## src/rtl/gyro_pkg.sv

```systemverilog
// gyro_pkg: definitions shared by the FOG receive path and the ramp path.
//   - demod_state_e  : demodulator sequencing states
//   - DEF_ADC_BIT    : default ADC sample width
//   - DEF_OUTPUT_BIT : default DAC-domain width
//   - sat_s64()      : clamps a signed value into the signed range of n bits
package gyro_pkg;

    localparam int DEF_ADC_BIT    = 14;
    localparam int DEF_OUTPUT_BIT = 16;

    typedef enum logic [1:0] {
        ACC_P,
        ACC_N,
        UPDATE
    } demod_state_e;

    // Works on a 64-bit carrier so that callers of any width can share it.
    // Callers narrow the result with a size cast.
    function automatic logic signed [63:0] sat_s64(input logic signed [63:0] v,
                                                   input int               n);
        logic signed [63:0] hi;
        logic signed [63:0] lo;
        hi = (64'sd1 <<< (n - 1)) - 64'sd1;
        lo = -(64'sd1 <<< (n - 1));
        if (v > hi) begin
            return hi;
        end
        if (v < lo) begin
            return lo;
        end
        return v;
    endfunction

endpackage

```

## src/rtl/gyro_sat_accum.sv

```systemverilog
// gyro_sat_accum: signed saturating accumulator with clear and enable.
//   i_clk, i_rst : clock, asynchronous active-high reset (value 0)
//   i_clr        : load 0 on the next clock (has priority over i_en)
//   i_en         : add i_inc to the held value, saturating to OUT_BIT
//   i_inc        : signed increment, INC_BIT wide
//   o_q          : signed accumulated value, OUT_BIT wide (registered)
module gyro_sat_accum
    import gyro_pkg::*;
#(
    parameter int INC_BIT = 32,
    parameter int OUT_BIT = DEF_OUTPUT_BIT
) (
    input  logic                      i_clk,
    input  logic                      i_rst,
    input  logic                      i_clr,
    input  logic                      i_en,
    input  logic signed [INC_BIT-1:0] i_inc,
    output logic signed [OUT_BIT-1:0] o_q
);

    logic signed [OUT_BIT-1:0] q_q;
    logic signed [OUT_BIT-1:0] q_d;
    logic signed [63:0]        sum;

    always_comb begin
        sum = 64'(q_q) + 64'(i_inc);
        q_d = q_q;
        if (i_clr) begin
            q_d = '0;
        end else if (i_en) begin
            q_d = OUT_BIT'(sat_s64(sum, OUT_BIT));
        end
    end

    always_ff @(posedge i_clk or posedge i_rst) begin
        if (i_rst) begin
            q_q <= '0;
        end else begin
            q_q <= q_d;
        end
    end

    assign o_q = q_q;

endmodule

```

## src/rtl/gyro_sq_demod.sv

```systemverilog
// gyro_sq_demod: closed-loop FOG receive path. Generates square-wave bias
// modulation, demodulates the ADC stream against it, integrates the rate
// error into a ramp step and pulses a trigger once per modulation period.
//   i_clk, i_rst : clock, asynchronous active-high reset
//   i_adc        : signed ADC sample, qualified by i_adc_vld
//   i_fb_on      : closed-loop enable (0 forces o_step to 0, no o_trig)
//   o_mod        : +MOD_AMP / -MOD_AMP modulation to the ramp generator
//   o_err        : demodulated error of the last complete period
//   o_err_vld    : one-clock pulse when o_err updates
//   o_step       : saturated integrated ramp step
//   o_trig       : one-clock step-apply pulse
// Build option: define GYRO_DEMOD_ERR_LPF_EN to integrate a first-order
// low-passed error (err_f += (err - err_f) >>> 3) instead of the raw error.
module gyro_sq_demod
    import gyro_pkg::*;
#(
    parameter int ADC_BIT     = DEF_ADC_BIT,
    parameter int OUTPUT_BIT  = DEF_OUTPUT_BIT,
    parameter int ACC_BIT     = 32,
    parameter int HALF_PERIOD = 100,
    parameter int DISCARD     = 8,
    parameter int GAIN_SHIFT  = 4,
    parameter int MOD_AMP     = 8192
) (
    input  logic                         i_clk,
    input  logic                         i_rst,
    input  logic signed [ADC_BIT-1:0]    i_adc,
    input  logic                         i_adc_vld,
    input  logic                         i_fb_on,
    output logic signed [OUTPUT_BIT-1:0] o_mod,
    output logic signed [ACC_BIT-1:0]    o_err,
    output logic                         o_err_vld,
    output logic signed [OUTPUT_BIT-1:0] o_step,
    output logic                         o_trig
);

    localparam int CNT_W = (HALF_PERIOD > 1) ? $clog2(HALF_PERIOD) : 1;
    localparam logic [CNT_W-1:0]             CNT_LAST = CNT_W'(HALF_PERIOD - 1);
    localparam logic [CNT_W-1:0]             CNT_DISC = CNT_W'(DISCARD);
    localparam logic signed [OUTPUT_BIT-1:0] MOD_POS  = OUTPUT_BIT'(MOD_AMP);
    localparam logic signed [OUTPUT_BIT-1:0] MOD_NEG  = OUTPUT_BIT'(-MOD_AMP);

    demod_state_e                 state_q;
    demod_state_e                 state_d;
    logic [CNT_W-1:0]             cnt_q;
    logic [CNT_W-1:0]             cnt_d;
    logic                         phase_q;
    logic                         phase_d;
    logic signed [OUTPUT_BIT-1:0] mod_q;
    logic signed [OUTPUT_BIT-1:0] mod_d;
    logic signed [ACC_BIT-1:0]    acc_p_q;
    logic signed [ACC_BIT-1:0]    acc_p_d;
    logic signed [ACC_BIT-1:0]    acc_n_q;
    logic signed [ACC_BIT-1:0]    acc_n_d;
    logic signed [ACC_BIT-1:0]    err_q;
    logic signed [ACC_BIT-1:0]    err_d;
    logic                         err_vld_q;
    logic                         err_vld_d;
    logic                         trig_q;
    logic                         trig_d;

    logic signed [ACC_BIT-1:0]    smp;
    logic signed [ACC_BIT-1:0]    err_new;
    logic signed [ACC_BIT-1:0]    step_src;
    logic signed [ACC_BIT-1:0]    step_inc;
    logic                         step_en;
    logic                         wrap;

`ifdef GYRO_DEMOD_ERR_LPF_EN
    logic signed [ACC_BIT-1:0]    err_f_q;
    logic signed [ACC_BIT-1:0]    err_f_d;
`endif

    always_comb begin
        wrap      = (cnt_q == CNT_LAST);
        cnt_d     = wrap ? '0 : cnt_q + 1'b1;
        phase_d   = wrap ? ~phase_q : phase_q;
        mod_d     = phase_q ? MOD_NEG : MOD_POS;

        smp       = (i_adc_vld && (cnt_q >= CNT_DISC)) ? ACC_BIT'(i_adc) : '0;
        err_new   = acc_p_q - acc_n_q;

        state_d   = state_q;
        acc_p_d   = acc_p_q;
        acc_n_d   = acc_n_q;
        err_d     = err_q;
        err_vld_d = 1'b0;
        step_en   = 1'b0;

        case (state_q)
            ACC_P: begin
                acc_p_d = acc_p_q + smp;
                if (wrap) begin
                    state_d = ACC_N;
                end
            end
            ACC_N: begin
                acc_n_d = acc_n_q + smp;
                if (wrap) begin
                    state_d = UPDATE;
                end
            end
            UPDATE: begin
                // This clock is also the first ACC_P slot of the next period:
                // the fresh acc_p starts from this clock's sample, not from 0.
                err_d     = err_new;
                err_vld_d = 1'b1;
                acc_p_d   = smp;
                acc_n_d   = '0;
                step_en   = i_fb_on;
                state_d   = wrap ? ACC_N : ACC_P;
            end
            default: begin
                state_d = ACC_P;
            end
        endcase

`ifdef GYRO_DEMOD_ERR_LPF_EN
        err_f_d = err_f_q;
        if (state_q == UPDATE) begin
            err_f_d = err_f_q + ((err_new - err_f_q) >>> 3);
        end
        step_src = err_f_d;
`else
        step_src = err_new;
`endif
        step_inc = step_src >>> GAIN_SHIFT;
        trig_d   = step_en;
    end

    always_ff @(posedge i_clk or posedge i_rst) begin
        if (i_rst) begin
            state_q   <= ACC_P;
            cnt_q     <= '0;
            phase_q   <= 1'b0;
            mod_q     <= MOD_POS;
            acc_p_q   <= '0;
            acc_n_q   <= '0;
            err_q     <= '0;
            err_vld_q <= 1'b0;
            trig_q    <= 1'b0;
        end else begin
            state_q   <= state_d;
            cnt_q     <= cnt_d;
            phase_q   <= phase_d;
            mod_q     <= mod_d;
            acc_p_q   <= acc_p_d;
            acc_n_q   <= acc_n_d;
            err_q     <= err_d;
            err_vld_q <= err_vld_d;
            trig_q    <= trig_d;
        end
    end

`ifdef GYRO_DEMOD_ERR_LPF_EN
    always_ff @(posedge i_clk or posedge i_rst) begin
        if (i_rst) begin
            err_f_q <= '0;
        end else begin
            err_f_q <= err_f_d;
        end
    end
`endif

    // Feedback off clears the step every clock, so integration resumes from 0.
    gyro_sat_accum #(
        .INC_BIT (ACC_BIT),
        .OUT_BIT (OUTPUT_BIT)
    ) u_step (
        .i_clk (i_clk),
        .i_rst (i_rst),
        .i_clr (!i_fb_on),
        .i_en  (step_en),
        .i_inc (step_inc),
        .o_q   (o_step)
    );

    assign o_mod     = mod_q;
    assign o_err     = err_q;
    assign o_err_vld = err_vld_q;
    assign o_trig    = trig_q;

endmodule
```

## config.mk

```make
export PLATFORM = sky130hd
export DESIGN_NAME = gyro_sq_demod
export DESIGN_NICKNAME = d
export VERILOG_FILES = /design/src/rtl/gyro_pkg.sv /design/src/rtl/gyro_sat_accum.sv /design/src/rtl/gyro_sq_demod.sv
export SDC_FILE = /design/constraint.sdc
export NUM_CORES = 1
export LEC_CHECK = 0
export BUFFER_PORTS_ARGS = -buffer_cell sky130_fd_sc_hd__buf_2
export CAP_MARGIN = 15
export CORE_UTILIZATION = 40
export DETAILED_ROUTE_END_ITERATION = 12
export HOLD_SLACK_MARGIN = 0.12
export PLACE_DENSITY = 0.57
export SLEW_MARGIN = 10
export SYNTH_ARGS = -nofsm -noshare
export SYNTH_HDL_FRONTEND = slang
export SYNTH_SLANG_ARGS = --single-unit
export TNS_END_PERCENT = 100
```

## constraint.sdc

```tcl
create_clock -name i_clk -period 12.15 [get_ports i_clk]
set_input_delay 2.43 -clock i_clk [delete_from_list [all_inputs] [get_ports i_clk]]
set_output_delay 2.43 -clock i_clk [all_outputs]
set_load 0.005 [all_outputs]
```

Word level (Yosys, flattened, before mapping) --
Cells that the tools add are included. W data, S select, Z words.
Operators by class: $add $sub $neg 5, $lt $le $gt $ge 3, equal/unequal tests 6, mux-type cells 24, bitwise operators 1, reduce and logical (&&, ||, !) cells 5
Operator list (number):
- $pmux W32 S2 | 2
- $mux W16 | 7
- $add A32 B32 Y32 | 2
- $mux W32 | 1
- $sub A32 B32 Y32 | 1
- $add A16 B28 Y29 | 1
- $gt A29 B16 Y1 const B | 1
- $lt A29 B16 Y1 const B | 1
- $mux W1 | 10
- $add A7 B1 Y7 const B | 1
- $eq A7 B7 Y1 const B | 1
- $ge A7 B4 Y1 const B | 1
- $mux W7 | 1
- $pmux W2 S3 | 1
- $mux W2 | 2
- $ne A2 B2 Y1 const B | 2
- $reduce_bool A2 Y1 | 2
- $eq A2 B1 Y1 const B | 1
- $eq A2 B2 Y1 const B | 1
- $logic_not A2 Y1 | 1
- $ne A2 B1 Y1 const B | 1
- $reduce_and A2 Y1 | 1
- $logic_and A1 B1 Y1 | 1
- $not A1 Y1 | 1
Word-level totals: register bits after elaboration 140, output and inout bits 66, logic and storage cells 54

Depth between registers and ports, before layout --
depth in word-level cells 13, mapped depth 26, gate-level depth less buffers 24

Hierarchy --
A second synthesis with hierarchy kept.
Second synthesis, totals: cell total of the unflattened synthesis 1410, area total of the unflattened synthesis 12006.5 sq um
By module, submodules not included:
- gyro_sq_demod | instances 1, cells an instance 1054, area each 9256.4 sq um
- gyro_sat_accum | instances 1, cells an instance 356, area each 2750.1 sq um

Least setup slack after synthesis --
Ideal clock, no wire load.
path kind input to register, start point in i_adc_vld, end point reg acc_p_q[30], setup time 0.136 ns, data arrival time 5.738 ns, slack 6.277 ns, cell stages on the path 17, path buffers 1, cell sequence o41a_1 -> clkbuf_1 -> and2_1 -> ha_1 -> inv_1 -> fa_1 -> nor2b_1 -> o2111ai_1 -> a211oi_1 -> o31ai_1 -> o211a_1 -> o31a_1 -> or3_1 -> a21oi_1 -> xor2_1 -> o21ai_0 -> o21ai_0
On the way: cells in the longest elaborated chain, start to end 4
Ends and longest elaborated chain:
- from (decl) | RTL line gyro_sq_demod.sv:28 | input logic i_adc_vld,
- $logic_and A1 B1 Y1 (*) | RTL line gyro_sq_demod.sv:80 | smp = (i_adc_vld && (cnt_q >= CNT_DISC)) ? ACC_BIT'(i_adc) : '0;
- $mux W32 (*) | RTL line gyro_sq_demod.sv:80
- $add A32 B32 Y32 | RTL line gyro_sq_demod.sv:92 | acc_p_d = acc_p_q + smp;
- $pmux W32 S2 (*) | RTL line gyro_sq_demod.sv:90 | case (state_q)
- to (signal assigned) | RTL line gyro_sq_demod.sv:147 | acc_p_q <= acc_p_d;
- to (decl) | RTL line gyro_sq_demod.sv:51 | logic signed [ACC_BIT-1:0] acc_p_q;
Mark *: on every way between the ends. The rest lies on a longest branch, timed or not. A chain may end at the register's enable or synchronous reset.

Final worst setup path --
start point reg acc_n_q[1], end point reg u_step.q_q[1], in the netlist u_step.o_q[1]
On the way: cells in the longest elaborated chain, start to end 11
Ends and longest elaborated chain:
- from (decl) | RTL line gyro_sq_demod.sv:53 | logic signed [ACC_BIT-1:0] acc_n_q;
- from (signal assigned) | RTL line gyro_sq_demod.sv:148 | acc_n_q <= acc_n_d;
- $sub A32 B32 Y32 (*) | RTL line gyro_sq_demod.sv:81 | err_new = acc_p_q - acc_n_q;
- named net err_new[19] | RTL line gyro_sq_demod.sv:63 | logic signed [ACC_BIT-1:0] err_new;
- $add A16 B28 Y29 (*) | RTL line gyro_sat_accum.sv:26 | sum = 64'(q_q) + 64'(i_inc);
- $lt A29 B16 Y1 | RTL line gyro_pkg.sv:28 | if (v < lo) begin
- $mux W1 (2 in a row) | RTL line gyro_pkg.sv:28
- $mux W1 | RTL line gyro_sat_accum.sv:30 | end else if (i_en) begin
- $mux W1 | RTL line gyro_sat_accum.sv:28 | if (i_clr) begin
- $mux W16 | RTL line gyro_pkg.sv:31 | return v;
- $mux W16 (*) | RTL line gyro_pkg.sv:28
- $mux W16 (*) | RTL line gyro_sat_accum.sv:30
- $mux W16 (*) | RTL line gyro_sat_accum.sv:28
- to (signal assigned) | RTL line gyro_sat_accum.sv:39 | q_q <= q_d;
- to (decl) | RTL line gyro_sat_accum.sv:21 | logic signed [OUT_BIT-1:0] q_q;
The timed path passes the listed nets; every way through them passes the cells marked *. The select of a mux whose other input is x is not followed.

==> key figures <==
GRT
  • Total gr overflow: 0
  • Vias in the first global route: 8783
  • Largest net degree at the start of global routing: 74
  • Global-route wire length before repair: 44.8 mm
  • Initial antenna violation count: 0
  • Overall Global Routing Usage: 19.8%

Layout
  • Area Overhead vs Synth: 11.6%
  • Most common cell after layout, fill and taps aside: ha_1
  • # diodes: 0
  • Share of cells above drive strength 1: 11.9%
  • Register area: 3130 sq um
  • Area occupied by multi-input gates: 7340 sq um
  • Post-route cell area: 12200 sq um
  • Filler cells: 2663
  • Most frequent cells in the layout: ha_1, dfrtp_1, a21oi_1, inv_1, nor2_1
  • Nets@finish: 1456

Setup path
  • R2R cell count: 23
  • CP cell instances: inv_1 > ha_1 > nor2b_1 > o21a_1 > o21ai_0 > a21oi_1 > a21oi_1 > o31ai_1 > a21o_1 > a21o_1 > xor2_1 > ha_1 > nand3_1 > o211ai_1 > a21o_1 > nand3_1 > o31ai_1 > a31oi_2 > nor4b_1 > and4bb_1 > o41ai_2 > and2_1 > a221o_1
  • Reg2reg end: u_step.o_q[1]
  • Critical R2R Launch: acc_n_q[1]
  • Cell mode on critical path: a21o_1
  • Kind of critical path: register to register
  • Worst path bufs/invs: 1
  • Worst stage delay on the critical path: 0.59 ns
  • Arr. time, crit path: 6.64 ns
  • CP max-delay cell: o31ai_1
  • Crit end category: register
  • CP top delay family: compound AO/OA/AOI/OAI gates
  • R2r setup slk: 5.88 ns
  • Crit Path Max Fanout: 11
  • CP Launch Type: register
  • Req. time, crit path: 12.52 ns

Clock network
  • Num CTS Buffers: 17
  • Later-pin clock latency in the skew report: 0.43 ns
  • Root Driver: clkbuf_16
  • TritonCTS clock tree: done
  • Clock transition at path regs: 0.06 ns
  • Max H-tree Level: 4
  • Clk buf depth: 2
  • Cts hold-fix bufs: 0
  • CTS resizes: 0
  • TritonCTS Sinks: 125
  • Setup Fix Bufs, Post-CTS: 0

Logic synthesis
  • Synth area leaders: dfrtp_1, ha_1, xnor2_1
  • Netlist cell types: 79
  • Syn. warnings: 0
  • Compound-Gate Fraction of Synth Area: 25.4%
  • Synthesized cell area: 11000 sq um
  • Multiplexer share of the synthesized area: 3.61%
  • Post-synth EDFFs: 0
  • Synth Area in Adders: 15.2%
  • Xor/xnor share of the synthesized area: 8.62%
  • Post-Synthesis Cells: 1253
  • Mean post-synth cell area: 8.76 sq um
  • Ys async rst share: 100%
  • Post-synth top area share: 28.5%
  • Simple-Gate Fraction of Synth Area: 13.4%
  • Post-synth top area cell: dfrtp_1
  • Primary FF master, synth: dfrtp_1
  • Post-synthesis register bit count: 125
  • Seq/Total Area, Yosys: 28.5%
  • Main combinational cell family by area after synthesis: compound AO/OA/AOI/OAI gates

Timing
  • Slew @ Worst Pin: 0.743 ns
  • Fin crit share: 51.6%
  • Fmax: 160 MHz
  • RSZ-0062 raised after global routing: false
  • Min Tclk post-route: 6.27 ns
  • Setup Viol. Count Final: 0
  • Final hold vios: 0
  • Clock Skews: 0.0158 ns
  • Max-slew violations: 0
  • Slew headroom: 50.4%
  • TNS Setup: 0 ns

Floorplanning
  • FP Rows: 60
  • Die height: 168 um
  • Initial Util: 40.7%
  • Io pins: 84
  • Die area: 28100 sq um
  • DIE WIDTH: 168 um
  • Core Region: 27000 sq um

Min path
  • Worst Hold Launch: phase_q
  • Hold worst-path end: o_mod[14]
  • Hold path depth: 0
  • Worst min-delay path class: register to register

Place
  • RD Place Congestion: 0.841
  • DP Area: 11600 sq um
  • Post-DP HPWL: 20.5 mm
  • IO buf count: 69

Detailed routing
  • Initial DRC Count: 450
  • Routed len/inst: 16.1 um
  • DRC: 0
  • Routed Antenna Nets: 0
  • Pre-antenna DRT Iters: 5
  • Drt total wl: 26.8 mm
  • Drt via density: 5.48
  • DR vias: 9100

Job
  • Max cap viols: 0

Power and ir drop
  • Internal: 1.29 mW
  • Switching share of power: 40.0%
  • Worst VDD drop: 0.0891 mV
  • PD cells: 176 nW/um^2
  • Clock network fraction of total power: 26.8%
  • Combinational fraction of design power: 47.2%
  • Pleak: 6.08 nW
  • NetSw: 0.860 mW
  • Register share of total power: 26.0%

Status
  • Outcome: completed
-- through the flow --
step / util, % / std cells / setup WS (ns) / total power [mW] / hold slack, ns
2_1_floorplan: - / 1265 / 6.28 / 1.35 / 0.372
5_1_grt: 45.4 / 1661 / 5.37 / 2.31 / 0.415
3_3_place_gp: 43.0 / 1629 / 5.75 / 1.56 / 0.387
3_5_place_dp: 43.0 / 1629 / 5.70 / 1.57 / 0.391
4_1_cts: 45.4 / 1661 / 5.85 / 2.16 / 0.404
6_report: 45.4 / 1661 / 5.88 / 2.15 / 0.403
-- layout make-up --
type                       instances  area share [%]
timing repair buffer              76            3.25
inverter                          79            2.46
clock buffer                      19            3.62
multi-input combinational       1008            59.9
tap                              341            3.48
sequential                       125            25.5
clock inverter                    13            1.74
-- Yosys cell counts (all sizes together) (30+ instances only) --
cell type	number
o21a	30
dfrtp	125
nand2	71
ha	127
xor2	34
xnor2	74
o22ai	33
nor2	77
a21oi	120
inv	79
a21o	48
o21ai	80
clkbuf	33
-- sequential cells by signal (all words and copies together) (netlist names) --
signal	cells
acc_n_q	32
acc_p_q	32
o_err	32
u_step.o_q	16
cnt_q	7
state_q	2
o_err_vld	1
o_mod	1
o_trig	1
phase_q	1
-- layer usage --
layer / share of wire (%) / track usage, %
met5: 0 / 0
met2: 44 / 31.1
met1: 52 / 28.3
met3: 3.0 / 3.12
met4: 1.3 / 4.59
-- kinds of logic after synthesis --
kind of cell	after synthesis
AO/OA/AOI/OAI	424
XOR/XNOR	108
adder cells (fa/ha/maj)	131
buffers and inverters	132
flip-flops	125
multiplexers	36
other	2
AND/OR/NAND/NOR	295
-- worst register-to-register path, stage by stage (launching register included) --
cell      delay, ns
dfrtp_1        0.44
inv_1          0.08
ha_1           0.27
nor2b_1        0.14
o21a_1         0.14
o21ai_0        0.14
a21oi_1        0.29
a21oi_1        0.20
o31ai_1        0.59
a21o_1         0.20
a21o_1         0.16
xor2_1         0.25
ha_1           0.34
nand3_1        0.29
o211ai_1       0.18
a21o_1         0.21
nand3_1        0.11
o31ai_1        0.11
a31oi_2        0.31
nor4b_1        0.25
and4bb_1       0.28
o41ai_2        0.58
and2_1         0.43
a221o_1        0.21
-- how the worst max path moves through the flow --
stage | startpoint | to | slack, ns | cells after the start
3_3_place_gp | i_adc_vld | acc_n_q[31] | 5.75 | 16
2_1_floorplan | i_adc_vld | acc_p_q[30] | 6.28 | 17
6_report | acc_n_q[1] | u_step.o_q[1] | 5.88 | 23
3_5_place_dp | i_adc_vld | acc_n_q[31] | 5.70 | 16
5_1_grt | acc_n_q[1] | u_step.o_q[0] | 5.37 | 23
4_1_cts | acc_n_q[1] | u_step.o_q[1] | 5.85 | 23
-- power groups by stage --
stage                     Combinational (mW)  Clock [mW]  Sequential [mW]
after floorplan                        0.826           0            0.521
after global placement                  1.00           0            0.562
after detailed placement                1.00           0            0.563
after CTS                               1.01       0.590            0.556
after global routing                    1.14       0.604            0.566
final                                   1.02       0.578            0.558
No activity file was read; power rests on OpenSTA's default activity.
